`config.mk`:
```
export PLATFORM = sky130hd
export DESIGN_NAME = multdiv_unit_flat
export DESIGN_NICKNAME = d
export VERILOG_FILES = /design/src/rtl/execute_pkg.sv /design/src/rtl/multdiv_unit_if.sv /design/src/rtl/div_iter.sv /design/src/rtl/multdiv_unit.sv /design/src/flat_wrapper.sv
export SDC_FILE = /design/constraint.sdc
export NUM_CORES = 2
export LEC_CHECK = 0
export ABC_AREA = 1
export CAP_MARGIN = 20
export CORE_UTILIZATION = 70
export DETAILED_ROUTE_END_ITERATION = 7
export GPL_TIMING_DRIVEN = 1
export PLACE_DENSITY_LB_ADDON = 0.15
export SYNTH_ARGS = -nofsm -noshare
export SYNTH_HDL_FRONTEND = slang
export SYNTH_HIERARCHICAL = 1
export SYNTH_SLANG_ARGS = --single-unit
```
`constraint.sdc`:
```
create_clock -name clk -period 18.2 [get_ports clk]
set_input_delay 3.64 -clock clk [delete_from_list [all_inputs] [get_ports clk]]
set_output_delay 3.64 -clock clk [all_outputs]
set_load 0.01 [all_outputs]
```
`src/rtl/execute_pkg.sv`:
```
// rtl/execute_pkg.sv - execute stage shared types and helpers
package execute_pkg;

    localparam int XLEN = 32;

    typedef enum logic [1:0] {
        MULT_S = 2'd0,
        MULT_U = 2'd1,
        DIV_S  = 2'd2,
        DIV_U  = 2'd3
    } multicycle_type_t;

    typedef enum logic [1:0] {
        IDLE = 2'd0,
        MUL  = 2'd1,
        DIV  = 2'd2,
        DONE = 2'd3
    } md_state_t;

    function automatic logic [XLEN-1:0] magnitude(input logic [XLEN-1:0] v);
        return v[XLEN-1] ? -v : v;
    endfunction

    function automatic logic is_signed_op(input multicycle_type_t t);
        return (t == MULT_S) || (t == DIV_S);
    endfunction

    function automatic logic is_mult_op(input multicycle_type_t t);
        return (t == MULT_S) || (t == MULT_U);
    endfunction

endpackage

```
`src/rtl/multdiv_unit_if.sv`:
```
// rtl/multdiv_unit_if.sv - execute-to-multdiv request/response bundle
interface multdiv_unit_if;
    import execute_pkg::*;

    logic [31:0]      a;
    logic [31:0]      b;
    logic             is_multdiv;
    multicycle_type_t multicycle_type;
    logic             flush;
    logic             advance;
    logic [31:0]      hi;
    logic [31:0]      lo;
    logic             ok;

    modport master (
        output a, b, is_multdiv, multicycle_type, flush, advance,
        input  hi, lo, ok
    );

    modport slave (
        input  a, b, is_multdiv, multicycle_type, flush, advance,
        output hi, lo, ok
    );

endinterface

```
`src/rtl/div_iter.sv`:
```
// rtl/div_iter.sv - one combinational restoring divide step on a {remainder, quotient} pair
module div_iter (
    input  logic [63:0] pair,
    input  logic [31:0] divisor,
    output logic [63:0] pair_next
);

    logic [32:0] rem_shifted;
    logic [32:0] diff;

    // Remainder stays below the divisor, so the shifted value fits 33 bits and
    // the sign of the 33-bit difference is the trial-subtract outcome.
    always_comb begin
        rem_shifted = pair[63:31];
        diff        = rem_shifted - {1'b0, divisor};
        if (!diff[32]) begin
            pair_next = {diff[31:0], pair[30:0], 1'b1};
        end else begin
            pair_next = {pair[62:0], 1'b0};
        end
    end

endmodule

```
`src/rtl/multdiv_unit.sv`:
```
// rtl/multdiv_unit.sv - multi-cycle multiply/divide responder for the execute stage
module multdiv_unit
    import execute_pkg::*;
#(
    parameter int DIV_STEPS = 32
) (
    input  logic           clk,
    input  logic           resetn,
    multdiv_unit_if.slave  bus
);

    md_state_t        state_q, state_d;
    multicycle_type_t type_q, type_d;
    logic [5:0]       cnt_q, cnt_d;
    logic [31:0]      opa_q, opa_d;
    logic [31:0]      opb_q, opb_d;
    logic             sa_q, sa_d;
    logic             sb_q, sb_d;
    logic [63:0]      rq_q, rq_d;
    logic [31:0]      hi_q, hi_d;
    logic [31:0]      lo_q, lo_d;
    logic             ok_q, ok_d;

    logic [63:0]        rq_next;
    logic signed [32:0] ext_a, ext_b;
    logic signed [63:0] product;
    logic [31:0]        quo_fix, rem_fix;
    logic [31:0]        in_a, in_b;

    div_iter u_div_iter (
        .pair      (rq_q),
        .divisor   (opb_q),
        .pair_next (rq_next)
    );

    assign ext_a   = (type_q == MULT_S) ? {opa_q[31], opa_q} : {1'b0, opa_q};
    assign ext_b   = (type_q == MULT_S) ? {opb_q[31], opb_q} : {1'b0, opb_q};
    assign product = 64'(ext_a) * 64'(ext_b);

    // Divide runs on magnitudes; unsigned ops latch zero signs so no fix-up applies.
    assign quo_fix = (sa_q ^ sb_q) ? -rq_q[31:0]  : rq_q[31:0];
    assign rem_fix = sa_q          ? -rq_q[63:32] : rq_q[63:32];

    assign in_a = (bus.multicycle_type == DIV_S) ? magnitude(bus.a) : bus.a;
    assign in_b = (bus.multicycle_type == DIV_S) ? magnitude(bus.b) : bus.b;

    always_comb begin
        state_d = state_q;
        type_d  = type_q;
        cnt_d   = cnt_q;
        opa_d   = opa_q;
        opb_d   = opb_q;
        sa_d    = sa_q;
        sb_d    = sb_q;
        rq_d    = rq_q;
        hi_d    = hi_q;
        lo_d    = lo_q;

        if (bus.flush) begin
            state_d = IDLE;
        end else begin
            case (state_q)
                IDLE: begin
                    if (bus.is_multdiv) begin
                        type_d  = bus.multicycle_type;
                        opa_d   = in_a;
                        opb_d   = in_b;
                        sa_d    = is_signed_op(bus.multicycle_type) & bus.a[31];
                        sb_d    = is_signed_op(bus.multicycle_type) & bus.b[31];
                        rq_d    = {32'd0, in_a};
                        cnt_d   = 6'(DIV_STEPS);
                        state_d = is_mult_op(bus.multicycle_type) ? MUL : DIV;
                    end
                end
                MUL: begin
                    {hi_d, lo_d} = product;
                    state_d      = DONE;
                end
                DIV: begin
                    if (cnt_q != 6'd0) begin
                        rq_d  = rq_next;
                        cnt_d = cnt_q - 6'd1;
                    end else begin
                        lo_d    = quo_fix;
                        hi_d    = rem_fix;
                        state_d = DONE;
                    end
                end
                DONE: begin
                    if (bus.advance) begin
                        state_d = IDLE;
                    end
                end
                default: state_d = IDLE;
            endcase
        end

        ok_d = (state_d == DONE);
    end

    always_ff @(posedge clk or negedge resetn) begin
        if (!resetn) begin
            state_q <= IDLE;
            type_q  <= MULT_S;
            cnt_q   <= 6'd0;
            opa_q   <= 32'd0;
            opb_q   <= 32'd0;
            sa_q    <= 1'b0;
            sb_q    <= 1'b0;
            rq_q    <= 64'd0;
            hi_q    <= 32'd0;
            lo_q    <= 32'd0;
            ok_q    <= 1'b0;
        end else begin
            state_q <= state_d;
            type_q  <= type_d;
            cnt_q   <= cnt_d;
            opa_q   <= opa_d;
            opb_q   <= opb_d;
            sa_q    <= sa_d;
            sb_q    <= sb_d;
            rq_q    <= rq_d;
            hi_q    <= hi_d;
            lo_q    <= lo_d;
            ok_q    <= ok_d;
        end
    end

    assign bus.hi = hi_q;
    assign bus.lo = lo_q;
    assign bus.ok = ok_q;

endmodule

```
`src/flat_wrapper.sv`:
```
// flat-port wrapper written by rule: the top's interface ports become plain ports
module multdiv_unit_flat import execute_pkg::*;
#(
    parameter int DIV_STEPS = 32
)
  (clk, resetn, bus_a, bus_b, bus_is_multdiv, bus_multicycle_type, bus_flush, bus_advance, bus_hi, bus_lo, bus_ok);
  multdiv_unit_if bus_i ();
  input  logic clk;
  input  logic resetn;
  input wire logic [$bits(bus_i.a)-1:0] bus_a;
  input wire logic [$bits(bus_i.b)-1:0] bus_b;
  input wire logic [$bits(bus_i.is_multdiv)-1:0] bus_is_multdiv;
  input wire logic [$bits(bus_i.multicycle_type)-1:0] bus_multicycle_type;
  input wire logic [$bits(bus_i.flush)-1:0] bus_flush;
  input wire logic [$bits(bus_i.advance)-1:0] bus_advance;
  output wire logic [$bits(bus_i.hi)-1:0] bus_hi;
  output wire logic [$bits(bus_i.lo)-1:0] bus_lo;
  output wire logic [$bits(bus_i.ok)-1:0] bus_ok;
  assign bus_i.a = bus_a;
  assign bus_i.b = bus_b;
  assign bus_i.is_multdiv = bus_is_multdiv;
  assign bus_i.multicycle_type = bus_multicycle_type;
  assign bus_i.flush = bus_flush;
  assign bus_i.advance = bus_advance;
  assign bus_hi = bus_i.hi;
  assign bus_lo = bus_i.lo;
  assign bus_ok = bus_i.ok;
  multdiv_unit #(.DIV_STEPS(DIV_STEPS)) u_core (.clk(clk), .resetn(resetn), .bus(bus_i));
endmodule
```
==> metrics.md, run 1 <==
| Metric | Value |
|---|---|
| Result of the run | `stopped before the end` |
| Exit stage | `global routing` |
| Err | `[ERROR GRT-0116] Global routing finished with congestion. Check the congestion regions in the DRC Viewer.` |
| Die height | `283 um` |
| GRT Total Usage | `0.650` |
| Post-synth top area share | `0.409` |
| Largest net degree at the start of global routing | `94` |
| Sink Count | `205` |
| Vias in the first global route | `60.4k` |
| Post-CTS Setup Repair Bufs | `0` |
| Port Buffers | `135` |
| Synthesized Nets | `8906` |
| Top_reg_cell synth | `dfrtp_1` |
| First-pass GRT wire length | `370000 um` |
| Max Root-Sink Buffers | `3` |
| Root Driver | `clkbuf_16` |
| # rows | `102` |
| Synth Cell Area | `55200 um^2` |
| Initial core utilization | `0.710` |
| Post-cts gate resize count | `0` |
| Syn Inst Count | `7460` |
| Async S/R FF share, synth | `1.00` |
| Flops & latches, synth | `205` |
| Dominant cell type by area after synthesis | `fa_1` |
| Mapped Avg Cell Area | `7.40 um^2` |
| Largest cells by area after synthesis | `fa_1 (41%), nand2_1 (14%), inv_1 (13%), dfrtp_1 (9.3%), ha_1 (5.6%)` |
| YS warnings | `6` |
| Share of the yosys chip area belonging to registers | `0.0930` |
| DIE WIDTH | `283 um` |
| Io pins | `136` |
| Post-synth EDFFs | `0` |
| CTS Buf Count | `28` |
| Overflow after GRT | `12` |
| # H-tree levels | `1` |
| CTS Hold Bufs | `0` |
| Placed Area | `56800 um^2` |
| Final Wtd Congestion | `1.05` |
| Yosys cell types | `54` |
| Detailed Place HPWL | `161000 um` |
## Yosys cell counts, types with 14 or more instances
| master | number |
|---|---|
| buf_4 | 42 |
| o21ai_1 | 16 |
| dfrtp_1 | 205 |
| inv_1 | 1922 |
| a21oi_1 | 229 |
| clkbuf_1 | 293 |
| o22ai_1 | 18 |
| ha_1 | 249 |
| o211ai_1 | 17 |
| a31oi_1 | 25 |
| buf_2 | 21 |
| nand4_1 | 45 |
| nand3_1 | 242 |
| nor2_1 | 423 |
| o21ai_0 | 172 |
| o21bai_1 | 23 |
| nor3_1 | 54 |
| nand2_2 | 27 |
| xor2_1 | 47 |
| fa_1 | 1126 |
| nand2_1 | 2127 |
| or2_2 | 16 |
| inv_2 | 14 |
## metrics by stage
stage / std cells / utilization / setup slack [ns] / hold slack, ns
after floorplan: 7460 / - / 10.80 / 0.434
after global placement: 8347 / 0.731 / 9.53 / 0.459
after detailed placement: 8347 / 0.731 / 9.09 / 0.466
after CTS: 8399 / 0.744 / 9.07 / 0.486
## metal layers
metal | overflow | global-route usage
met1 | 1 | 0.679
met2 | 5 | 0.827
met3 | 4 | 0.481
met4 | 2 | 0.549
met5 | 0 | 0.301
## kinds of logic after synthesis
| group | count (synthesis) | synth area share |
|---|---|---|
| AND/OR/NAND/NOR | 2988 | 0.218 |
| buffers and inverters | 2303 | 0.161 |
| adder cells (fa/ha/maj) | 1375 | 0.465 |
| AO/OA/AOI/OAI | 531 | 0.0533 |
| flip-flops | 205 | 0.0930 |
| XOR/XNOR | 58 | 0.00921 |
==> inputs of run 2 (changes only) <==
--- a/config.mk
+++ b/config.mk
@@ -7,7 +7,7 @@
 export LEC_CHECK = 0
 export ABC_AREA = 1
 export CAP_MARGIN = 20
-export CORE_UTILIZATION = 70
+export CORE_UTILIZATION = 40
 export DETAILED_ROUTE_END_ITERATION = 7
 export GPL_TIMING_DRIVEN = 1
 export PLACE_DENSITY_LB_ADDON = 0.15
==> run 2 against run 1 <==
Against the previous run:
- the run now ends clean
- synthesized cell count unchanged
- area after synthesis unchanged
==> metrics.md, run 2 <==
| Metric | Value |
|---|---|
| Result of the run | `finished, final reports clean` |
| DRC viols | `0` |
| Flops & latches, synth | `205` |
| Combinational family with the most area after synthesis | `adder cells` |
| Slowest stage cell, crit path | `fa_1` |
| DIE WIDTH | `373 um` |
| Most frequent cells after synthesis | `nand2_1 (2127), inv_1 (1922), fa_1 (1126), nor2_1 (423), clkbuf_1 (293)` |
| Post-Synth Adder-Cell Area | `0.465` |
| Met1 wire length | `87100 um` |
| Hold Path Sink | `u_core/cnt_q[4]` |
| Final Wtd Congestion | `0.979` |
| Relative slew slack | `0.211` |
| Worst Path Arrival | `9.61 ns` |
| Initial antenna violation count | `9` |
| Placed Area | `57800 um^2` |
| CP Launch Type | `register` |
| Crit path buf inv count | `10` |
| WL met2 | `92100 um` |
| R2R Path Start | `u_core/type_q[1]` |
| Crit path depth | `30` |
| # rows | `135` |
| CTS Buf Count | `27` |
| Worst skew pair latency | `0.61 ns` |
| Largest cells by area after synthesis | `fa_1 (41%), nand2_1 (14%), inv_1 (13%), dfrtp_1 (9.3%), ha_1 (5.6%)` |
| Hold WC Path Type | `register to register` |
| Yosys cell types | `54` |
| CTS Hold Bufs | `0` |
| Max FFs per register | `64` |
| Hold Crit Start | `u_core/cnt_q[4]` |
| Min Hold Slack | `0.478 ns` |
| Max-cap violation count | `0` |
| Final ANT Viol Nets | `0` |
| CP max stage delay | `0.90 ns` |
| Mapped Avg Cell Area | `7.40 um^2` |
| Reg2reg end | `u_core/bus.hi[25]` |
| XOR/XNOR Fraction of Synth Area | `0.00921` |
| Worst r2r path cells | `30` |
| Post-route cell area | `58800 um^2` |
| Mux contribution to synthesized area | `0` |
| Finish-stage setup viols | `0` |
| CP max FO | `16` |
| Wire per inst | `21.5 um` |
| Overflow after GRT | `0` |
| Share of the yosys chip area belonging to registers | `0.0930` |
| Async S/R FF share, synth | `1.00` |
| First-pass GRT wire length | `303000 um` |
| Final WL | `197000 um` |
| Worst Skew | `0.0212 ns` |
| Final slew viol count | `0` |
| Most common cell in the synthesized netlist | `nand2_1` |
| # fillers | `14.0k` |
| Share of cells above drive strength 1 | `0.0306` |
| Post-synth top area share | `0.409` |
| Detailed Place HPWL | `159000 um` |
| Worst setup EP type | `register` |
| Crit Path Category | `register to register` |
| R2R Setup Slk | `9.13 ns` |
| Post-cts gate resize count | `0` |
| WP data required | `18.73 ns` |
| Setup_tns | `0 ns` |
| Fin crit period | `9.07 ns` |
| Clock slew at reported path FFs | `0.06 ns` |
| Port Buffers | `135` |
| Top_reg_cell synth | `dfrtp_1` |
| # H-tree levels | `1` |
| Net count reported at finish | `8788` |
| Via count | `46.8k` |
| Root Driver | `clkbuf_16` |
| Initial core utilization | `0.405` |
| Syn Inst Count | `7460` |
| Worst path most repeated cell | `inv_1` |
| Dominant cell type by area after synthesis | `fa_1` |
| Most common cell after layout, fill and taps aside | `nand2_1` |
| TritonCTS clock tree | `built` |
| Post-synthesis compound-gate area fraction | `0.0533` |
| Post-CTS Setup Repair Bufs | `0` |
| Top delay family on crit path | `adder cells` |
| Die height | `373 um` |
| Vias in the first global route | `48.2k` |
| GRT Total Usage | `0.287` |
| Post-synth EDFFs | `0` |
| Io pins | `136` |
| Top Layer Used | `met5` |
| DR vias/cell | `5.11` |
| RSZ-0062 raised after global routing | `no` |
| Final Hold Vio Count | `0` |
| Met3 wire length | `11500 um` |
| Fmax | `110 MHz` |
| Die area | `139000 um^2` |
| Area grow syn2layout | `6.49%` |
| YS warnings | `6` |
| Iter 0 DRT Violations | `3517` |
| DR pass1 iterations | `6` |
| Sink Count | `205` |
| Synthesized Nets | `8906` |
| Area of the multi-input gates | `41200 um^2` |
| Synth Cell Area | `55200 um^2` |
| Worst Tran Pin Value | `1.17 ns` |
| Max Root-Sink Buffers | `3` |
| Final Cycle Share | `0.499` |
| Core Area | `136000 um^2` |
| Post-Synth Simple-Gate Area | `0.218` |
| Hold path depth | `1` |
| Most frequent cells in the layout | `nand2_1 (2126), inv_1 (1921), fa_1 (1126)` |
| Top reg by flops | `u_core/rq_q` |
| Largest net degree at the start of global routing | `76` |
| Seq. cell area | `5130 um^2` |
[run 2: cell counts after synthesis]
No cell type changed its count.
[run 2: cell type report]
type,count,area share
clock buffer,34,0.0126
antenna,2,0.0000852
multi-input combinational,4952,0.701
timing repair buffer,218,0.0342
tap,1781,0.0379
sequential,205,0.0873
clock inverter,16,0.00317
inverter,1938,0.124
[run 2: worst max path at each step]
stage / from / endpoint / slack [ns]
floorplan: u_core/type_q[1] / u_core/bus.hi[22] / 10.80
global placement: u_core/type_q[1] / u_core/bus.hi[21] / 9.40
global route: u_core/type_q[1] / u_core/bus.hi[25] / 8.74
detailed placement: u_core/type_q[1] / u_core/bus.hi[25] / 9.33
finish: u_core/type_q[1] / u_core/bus.hi[25] / 9.13
CTS: u_core/type_q[1] / u_core/bus.hi[25] / 9.27
[run 2: cell families after synthesis]
logic type,Yosys count
flops,205
compound gates,531
simple gates,2988
fa+ha+maj,1375
buf+inv,2303
xor+xnor,58
[run 2: per-layer routing]
| layer | vias to the layer above | GRT usage |
|---|---|---|
| li1 | 21300 | - |
| met1 | 23900 | 0.404 |
| met2 | 1390 | 0.473 |
| met3 | 239 | 0.0305 |
| met4 | 6 | 0.0731 |
| met5 | - | 0 |
[run 2: metrics by stage]
stage,setup WS [ns],std cells,utilization
4_1_cts,9.27,9143,0.431
5_1_grt,8.74,9145,0.432
2_1_floorplan,10.80,7460,-
6_report,9.13,9146,0.432
3_5_place_dp,9.33,9093,0.425
3_3_place_gp,9.40,9092,0.424
Power of run 2 is not shown: default switching activity piles up to over one toggle a cycle in this logic, so the estimate is an artifact.
